`config.mk`:
```
export PLATFORM = sky130hd
export DESIGN_NAME = coverage_sampler
export DESIGN_NICKNAME = d
export VERILOG_FILES = /design/src/rtl/coverage_sampler.sv
export SDC_FILE = /design/constraint.sdc
export NUM_CORES = 2
export LEC_CHECK = 0
export CORE_MARGIN = 10
export CORE_UTILIZATION = 60
export CTS_CLUSTER_SIZE = 20
export DETAILED_ROUTE_END_ITERATION = 16
export PLACE_DENSITY = 0.78
export RECOVER_POWER = 25
export SETUP_SLACK_MARGIN = 0.4
export SLEW_MARGIN = 20
export SYNTH_ARGS = -nofsm -noshare
export SYNTH_HDL_FRONTEND = slang
export SYNTH_SLANG_ARGS = --single-unit
```
`constraint.sdc`:
```
create_clock -name clock -period 22.2 [get_ports clock]
set_input_delay 2.22 -clock clock [delete_from_list [all_inputs] [get_ports clock]]
set_output_delay 2.22 -clock clock [all_outputs]
set_load 0.05 [all_outputs]
```
`src/rtl/coverage_sampler.sv`:
```
// Coverage bitmap sampler: folds DUT state into a bitmap index, counts first hits, then dumps the bitmap word by word.
// Optional transition coverage is enabled with `define COVERAGE_EDGE_EN.
module coverage_sampler #(
   parameter  int WIDTH     = 32,
   parameter  int MAP_BITS  = 10,
   parameter  int CNT_WIDTH = 32,
   localparam int AW        = (MAP_BITS > 5) ? MAP_BITS - 5 : 1
) (
   input  logic                 clock,
   input  logic                 reset,
   input  logic                 sample_valid,
   input  logic [WIDTH-1:0]     state,
   input  logic                 finish,
   input  logic [CNT_WIDTH-1:0] cfg_max_cycles,
   output logic                 new_cov,
   output logic [MAP_BITS:0]    cov_count,
   output logic [CNT_WIDTH-1:0] cycle_count,
   output logic                 timeout,
   output logic                 dump_valid,
   input  logic                 dump_ready,
   output logic [AW-1:0]        dump_addr,
   output logic [31:0]          dump_data,
   output logic                 done,
   output logic [1:0]           dbg_state
);

   localparam int            WORDS = 1 << (MAP_BITS - 5);
   localparam logic [AW-1:0] LAST  = AW'(WORDS - 1);

   typedef enum logic [1:0] {
      S_CLEAR = 2'd0,
      S_RUN   = 2'd1,
      S_DUMP  = 2'd2,
      S_DONE  = 2'd3
   } fsm_t;

   fsm_t                 st;
   logic [31:0]          bitmap [WORDS];
   logic [AW-1:0]        clr_addr;
   logic [MAP_BITS-1:0]  fold_idx;
   logic [MAP_BITS-1:0]  idx;
   logic [AW-1:0]        idx_word;
   logic [4:0]           idx_bit;
   logic                 hit_bit;
   logic                 accept;
   logic                 limit_hit;
   logic                 cnt_sat;

   // XOR of successive MAP_BITS-wide slices; bit i of state lands on fold bit i mod MAP_BITS.
   function automatic logic [MAP_BITS-1:0] fold(input logic [WIDTH-1:0] s);
      logic [MAP_BITS-1:0] f;
      f = '0;
      for (int i = 0; i < WIDTH; i++) begin
         f[i % MAP_BITS] = f[i % MAP_BITS] ^ s[i];
      end
      return f;
   endfunction

   assign fold_idx = fold(state);

`ifdef COVERAGE_EDGE_EN
   logic [MAP_BITS-1:0] prev_idx;
   assign idx = fold_idx ^ (prev_idx >> 1);
`else
   assign idx = fold_idx;
`endif

   assign idx_word  = AW'(idx >> 5);
   assign idx_bit   = idx[4:0];
   assign hit_bit   = bitmap[idx_word][idx_bit];
   assign accept    = (st == S_RUN) && sample_valid;
   assign limit_hit = (cfg_max_cycles != '0) && (cycle_count >= cfg_max_cycles);
   assign cnt_sat   = (cycle_count == '1);
   assign dbg_state = st;

   // Bitmap storage carries no reset; the CLEAR sweep is what empties it.
   always_ff @(posedge clock) begin
      if (st == S_CLEAR) begin
         bitmap[clr_addr] <= '0;
      end else if (accept) begin
         bitmap[idx_word][idx_bit] <= 1'b1;
      end
   end

   // Dump handshake: a word transfers on any edge where dump_valid && dump_ready;
   // while dump_ready is low, dump_addr and dump_data hold. dump_data is zero when dump_valid is low.
   assign dump_data = dump_valid ? bitmap[dump_addr] : 32'd0;

   always_ff @(posedge clock or negedge reset) begin
      if (!reset) begin
         st          <= S_CLEAR;
         clr_addr    <= '0;
         new_cov     <= 1'b0;
         cov_count   <= '0;
         cycle_count <= '0;
         timeout     <= 1'b0;
         dump_valid  <= 1'b0;
         dump_addr   <= '0;
         done        <= 1'b0;
`ifdef COVERAGE_EDGE_EN
         prev_idx    <= '0;
`endif
      end else begin
         new_cov <= 1'b0;
         case (st)
            S_CLEAR: begin
               clr_addr <= clr_addr + AW'(1);
               if (clr_addr == LAST) begin
                  st <= S_RUN;
               end
            end
            S_RUN: begin
               if (accept) begin
                  if (!hit_bit) begin
                     new_cov   <= 1'b1;
                     cov_count <= cov_count + (MAP_BITS + 1)'(1);
                  end
`ifdef COVERAGE_EDGE_EN
                  prev_idx <= fold_idx;
`endif
               end
               // finish takes priority over the cycle limit; the final RUN cycle is not counted.
               if (finish) begin
                  st         <= S_DUMP;
                  dump_valid <= 1'b1;
                  dump_addr  <= '0;
               end else if (limit_hit) begin
                  timeout    <= 1'b1;
                  st         <= S_DUMP;
                  dump_valid <= 1'b1;
                  dump_addr  <= '0;
               end else if (!cnt_sat) begin
                  cycle_count <= cycle_count + CNT_WIDTH'(1);
               end
            end
            S_DUMP: begin
               if (dump_ready) begin
                  if (dump_addr == LAST) begin
                     dump_valid <= 1'b0;
                     done       <= 1'b1;
                     st         <= S_DONE;
                  end else begin
                     dump_addr <= dump_addr + AW'(1);
                  end
               end
            end
            S_DONE: begin
               done <= 1'b1;
            end
            default: begin
               st <= S_CLEAR;
            end
         endcase
      end
   end

endmodule

```
Word-level counts from Yosys, hierarchy flattened

Memory sizes are Yosys's and may differ from the RTL's.
Cells that the tools add are included.

$add $sub $neg: 4
Multipliers: 0
Div/mod/pow operators: 0
Order comparisons: 3
Equal/unequal tests: 11
Shift operators: 0
Mux-type cells: 35
Bitwise logic cells: 26
Reductions and logical operators: 16

Operators with widths:

| kind                                                                                 | number |
|---|---|
| 32-bit two-way mux                                                                   | 4 |
| 32-bit by 1-bit adder with 32-bit output (second input constant)                     | 1 |
| 32-bit equality test (second input constant)                                         | 1 |
| 32-bit greater-or-equal comparator                                                   | 1 |
| 32-bit nonzero test                                                                  | 1 |
| 32-bit OR reduction                                                                  | 1 |
| 5-bit two-way mux                                                                    | 5 |
| 1-bit bitwise XOR                                                                    | 22 |
| 1-bit two-way mux                                                                    | 15 |
| 4-bit AND reduction                                                                  | 3 |
| 11-bit by 1-bit adder with 11-bit output (second input constant)                     | 1 |
| 5-bit by 1-bit adder with 5-bit output (second input constant)                       | 2 |
| 5-bit equality test (second input constant)                                          | 2 |
| 2-bit two-way mux                                                                    | 5 |
| 5-bit case mux with 2 select lines                                                   | 1 |
| 3-bit AND reduction                                                                  | 3 |
| 5-bit by 6-bit < comparator with 1-bit output (second input constant)                | 1 |
| 2-bit != test (second input constant)                                                | 3 |
| 2-bit case mux with 3 select lines                                                   | 1 |
| 1-bit binary-select mux with 5-bit select                                            | 1 |
| 1-bit demux with 5-bit select                                                        | 1 |
| 5-bit by 1-bit greater-or-equal comparator with 1-bit output (second input constant) | 1 |
| 5-bit AND reduction                                                                  | 1 |
| 2-bit equality test (second input constant)                                          | 2 |
| other kinds (9)                                                                      | 16 |

Bits in registers: 59
Bits in latches: 0
RAM bits: 1024
Memory bits (read-only): 0
Bits of input ports: 69
Output and inout bits: 86
Word-level logic and storage cells: 105
Memories kept: 1

Memories:

| name   | depth | bits a word | rd ports | clocked after Yosys merged registers in | write ports | line | text |
|---|---|---|---|---|---|---|---|
| bitmap | 32    | 32          | 2        | 0                                       | 1           | 38   | `logic [31:0] bitmap [WORDS];` |

Depth between registers and ports, before layout

Word-level depth: 10
Mapped depth: 17
Gate-level depth less buffers: 13

Worst setup path before layout

OpenSTA, ideal clock, no wires.

Path kind: input port to flip-flop
Start point: in sample_valid
End point: mem bitmap[12][10], enable pin
Setup time: 0.300 ns
Arrival: 17.160 ns
Data required time: 21.900 ns
Slack: 4.741 ns
Cell stages on the path: 9
Cells stage by stage: nand2_1 or2_2 clkbuf_1 inv_1 a21boi_0 nor3_1 nand2_1 clkbuf_1 nor2_1

Longest elaborated chain between the ends: 6

Ends and longest elaborated chain:

| item                                                                     | line | text |
|---|---|---|
| start, declared                                                          | 11   | `input logic sample_valid,` |
| 1-bit logical AND (*)                                                    | 71   | `assign accept = (st == S_RUN) && sample_valid;` |
| 1-bit two-way mux (*)                                                    | 80   | `end else if (accept) begin` |
| 1-bit two-way mux (*)                                                    | 78   | `if (st == S_CLEAR) begin` |
| 32-bit two-way mux (not written as such) (*)                             | 81   | `bitmap[idx_word][idx_bit] <= 1'b1;` |
| 32-bit OR reduction (no source line)                                     | --   |  |
| 5-bit two-way mux (no source line) or 32-bit two-way mux (tied branches) | --   |  |
| end, declared                                                            | 38   |  |

Mark *: on every way between the ends. The rest lies on a longest branch, timed or not.

Worst setup path in the final report

Start point: in sample_valid
End point: mem bitmap[11][28], enable pin

Same word-level chain as after synthesis.

==> impl_metrics.yaml <==
status:
  status: "finished with violations"
  violations: "capacitance limit, slew limit"
place:
  io_buffers: 154
  dpl_worst_slack_ps: 13390
  dp_hpwl_mm: 99.7
  postPlaceCellArea_mm2: 0.0596
  gp_congestion: 0.881
power_and_ir_drop:
  power.leakage_nw: 21.2
  vdd_drop_max_uv: 88.9
  power_density_mw_per_mm2: 109
floorplan:
  start_util: 0.607
  num_io_pins: 155
  rows: 112
  die-area_mm2: 0.108
  die_h_um: 328
  core_area_mm2: 0.0937
  fp.dieW_um: 328
synthesis:
  synthCells: 4804
  yosys_register_bits: 1083
  ys_seq_area_frac: 0.566
  ys_top_cells_by_area: "edfxtp_1, mux4_2, nor2_1"
  ys.warnings.count: 0
  synth_flop_cell: "edfxtp_1"
  syn_area_per_cell_um2: 11.8
  synth_cell_types: 59
  synth_top_cell_area_share: 0.540
  synth_edf_count: 1024
  synthesis.nets: 4915
  synth_common_cells: "nor2_1, edfxtp_1, nand2_1"
  synthesis.area_mm2: 0.0569
  synth.most_common_cell: "nor2_1"
  async_flop_share: 0.0545
  yosysTopAreaCell: "edfxtp_1"
cells_and_area:
  design_area_mm2: 0.0631
  drive_above_1_share: 0.163
  syn2layout_area_growth_pct: 10.9
  nFillCells: 6494
  finish.net_count: 4858
  fin_util: 0.673
critical_path:
  max_stage_delay_ps: 5550
  path_cells: "dlygate4sd3_1 -> nand2_1 -> or2_0 -> clkinvlp_2 -> a21boi_0 -> nor2_1 -> nand2_2 -> buf_4 -> nor2_1"
  r2r_slack_ps: 9630
  worst_path_dominant_cell_family: "buffers and inverters"
  reg2reg_depth: 9
  required_ps: 22640
  crit_type: "in -> reg"
  critPathMaxFanout: 235
  cp-start-kind: "input pin"
  crit_top_cell: "nor2_1"
  cp_slowest_cell: "clkinvlp_2"
  end_kind: "flop"
  cp.depth: 9
  crit_arrival_ps: 14320
  crit_buf_inv: 3
routing:
  ant_nets: 0
  vias: 43200
  vias_per_cell: 7.08
  dr.pass1.iters: 7
  drtIter0Drc: 7605
  wl_per_cell_um: 30.2
  wl_mm: 184
  drc_errors: 0
timing:
  fin_crit_sh: 0.625
  maxSlewViolCount: 603
  worst_pin_slew_ps: 6630
  timing.clock.skew_ps: 34.1
  slew_headroom: -3.45
  setup_ws_ps: 8310
  max_freq_mhz: 72.0
  hold_viol_final: 0
  final.setup.tns_ps: 0
  rsz0062_at_grt: "false"
  hold_ws_ps: 456
  setup_viol: 0
  min_period_ps: 13890
global_route:
  grt_pass1_vias: 42300
  grt.total_usage: 0.337
  grt.overflow.total: 0
  grt_max_degree: 289
  antenna_found_initial: 5
  grt_pass1_wl_mm: 269
clock_network:
  cts_resized: 0
  postCtsSetupBuffers: 0
  htree_levels: 3
  cts_buffer_depth: 3
  cts_root_buf: "clkbuf_16"
  clk_pin_slew_ps: 60
  numCtsBuffers: 112
  cts_sinks: 1083
  clk_latency_ps: 720
  cts_tree: "done"
  ctsHoldBuffers: 0
worst_hold_path:
  min-delay-path-class: "reg -> reg"
  whs_path_depth: 1
job:
  maxCapViolations: 5
==> through the flow <==
step	total power, W	std cells
global route	0.00706	6095
CTS	0.00678	6095
global placement	0.00494	5887
detailed placement	0.00498	5887
finish	0.00688	6098
floorplan	0.00429	4804
==> flip-flops by register name, summed over array words and instances, names as in the netlist <==
register	cells
dbg_state	2
dump_valid	1
done	1
bitmap	1024
cov_count	11
clr_addr	5
dump_addr	5
cycle_count	32
new_cov	1
timeout	1
==> kinds of logic (layout without fill, tap and decap cells) <==
group,after synthesis,count (layout),share of synthesized area
AO/OA/AOI/OAI,227,227,0.0279
XOR/XNOR,71,71,0.0135
adder cells (fa/ha/maj),42,42,0.00923
buffers and inverters,497,534,0.0349
flip-flops,1083,1083,0.566
multiplexers,454,454,0.171
other,0,3,0
AND/OR/NAND/NOR,2430,2430,0.178
==> per-layer routing <==
metal	share of wire	wire length, um	track usage	up-vias
met2	0.45	83400	0.518	3929
met4	0.078	14300	0.222	8
met3	0.16	29400	0.104	922
met5	0.00030	55	0	-
li1	-	-	-	17400
met1	0.31	57300	0.410	20900
==> placed cells by master (no fill, tap or decap), types with 37 or more instances in the layout <==
cell type / n
buf_4: 110
clkbuf_16: 114
clkdlybuf4s50_1: 102
dfrtp_1: 54
dlygate4sd3_1: 51
edfxtp_1: 1024
ha_1: 42
inv_1: 52
mux2i_1: 37
mux4_2: 412
nand2_1: 722
nand3_1: 431
nand4_1: 63
nor2_1: 1070
xor2_1: 40
==> report_power, final <==
| group | switching (W) | total [W] | internal [W] |
|---|---|---|---|
| clock | 0.000814 | 0.00184 | 0.00102 |
| sequential | 0.0000824 | 0.00259 | 0.00251 |
| combinational | 0.00169 | 0.00246 | 0.000763 |
==> path summary, 6_finish.rpt <==
kind,start,end
max,sample_valid,bitmap[11][28]
min,timeout,timeout
max reg2reg,dbg_state[0],bitmap[11][28]
min reg2reg,timeout,timeout
max in group asynchronous,reset,dump_addr[1]
min in group asynchronous,reset,cycle_count[19]
==> area by class of cell <==
cell class,count,area (um^2),area share
Clock buffer,141,2950,0.0468
Clock inverter,67,557,0.00882
Timing Repair Buffer,272,2470,0.0392
Multi-Input combinational cell,3224,23100,0.366
Inverter,54,204,0.00323
Antenna cell,3,7.51,0.000119
Sequential cell,1083,32200,0.511
Tap cell,1254,1570,0.0249
(Power assumes the default switching activity.)
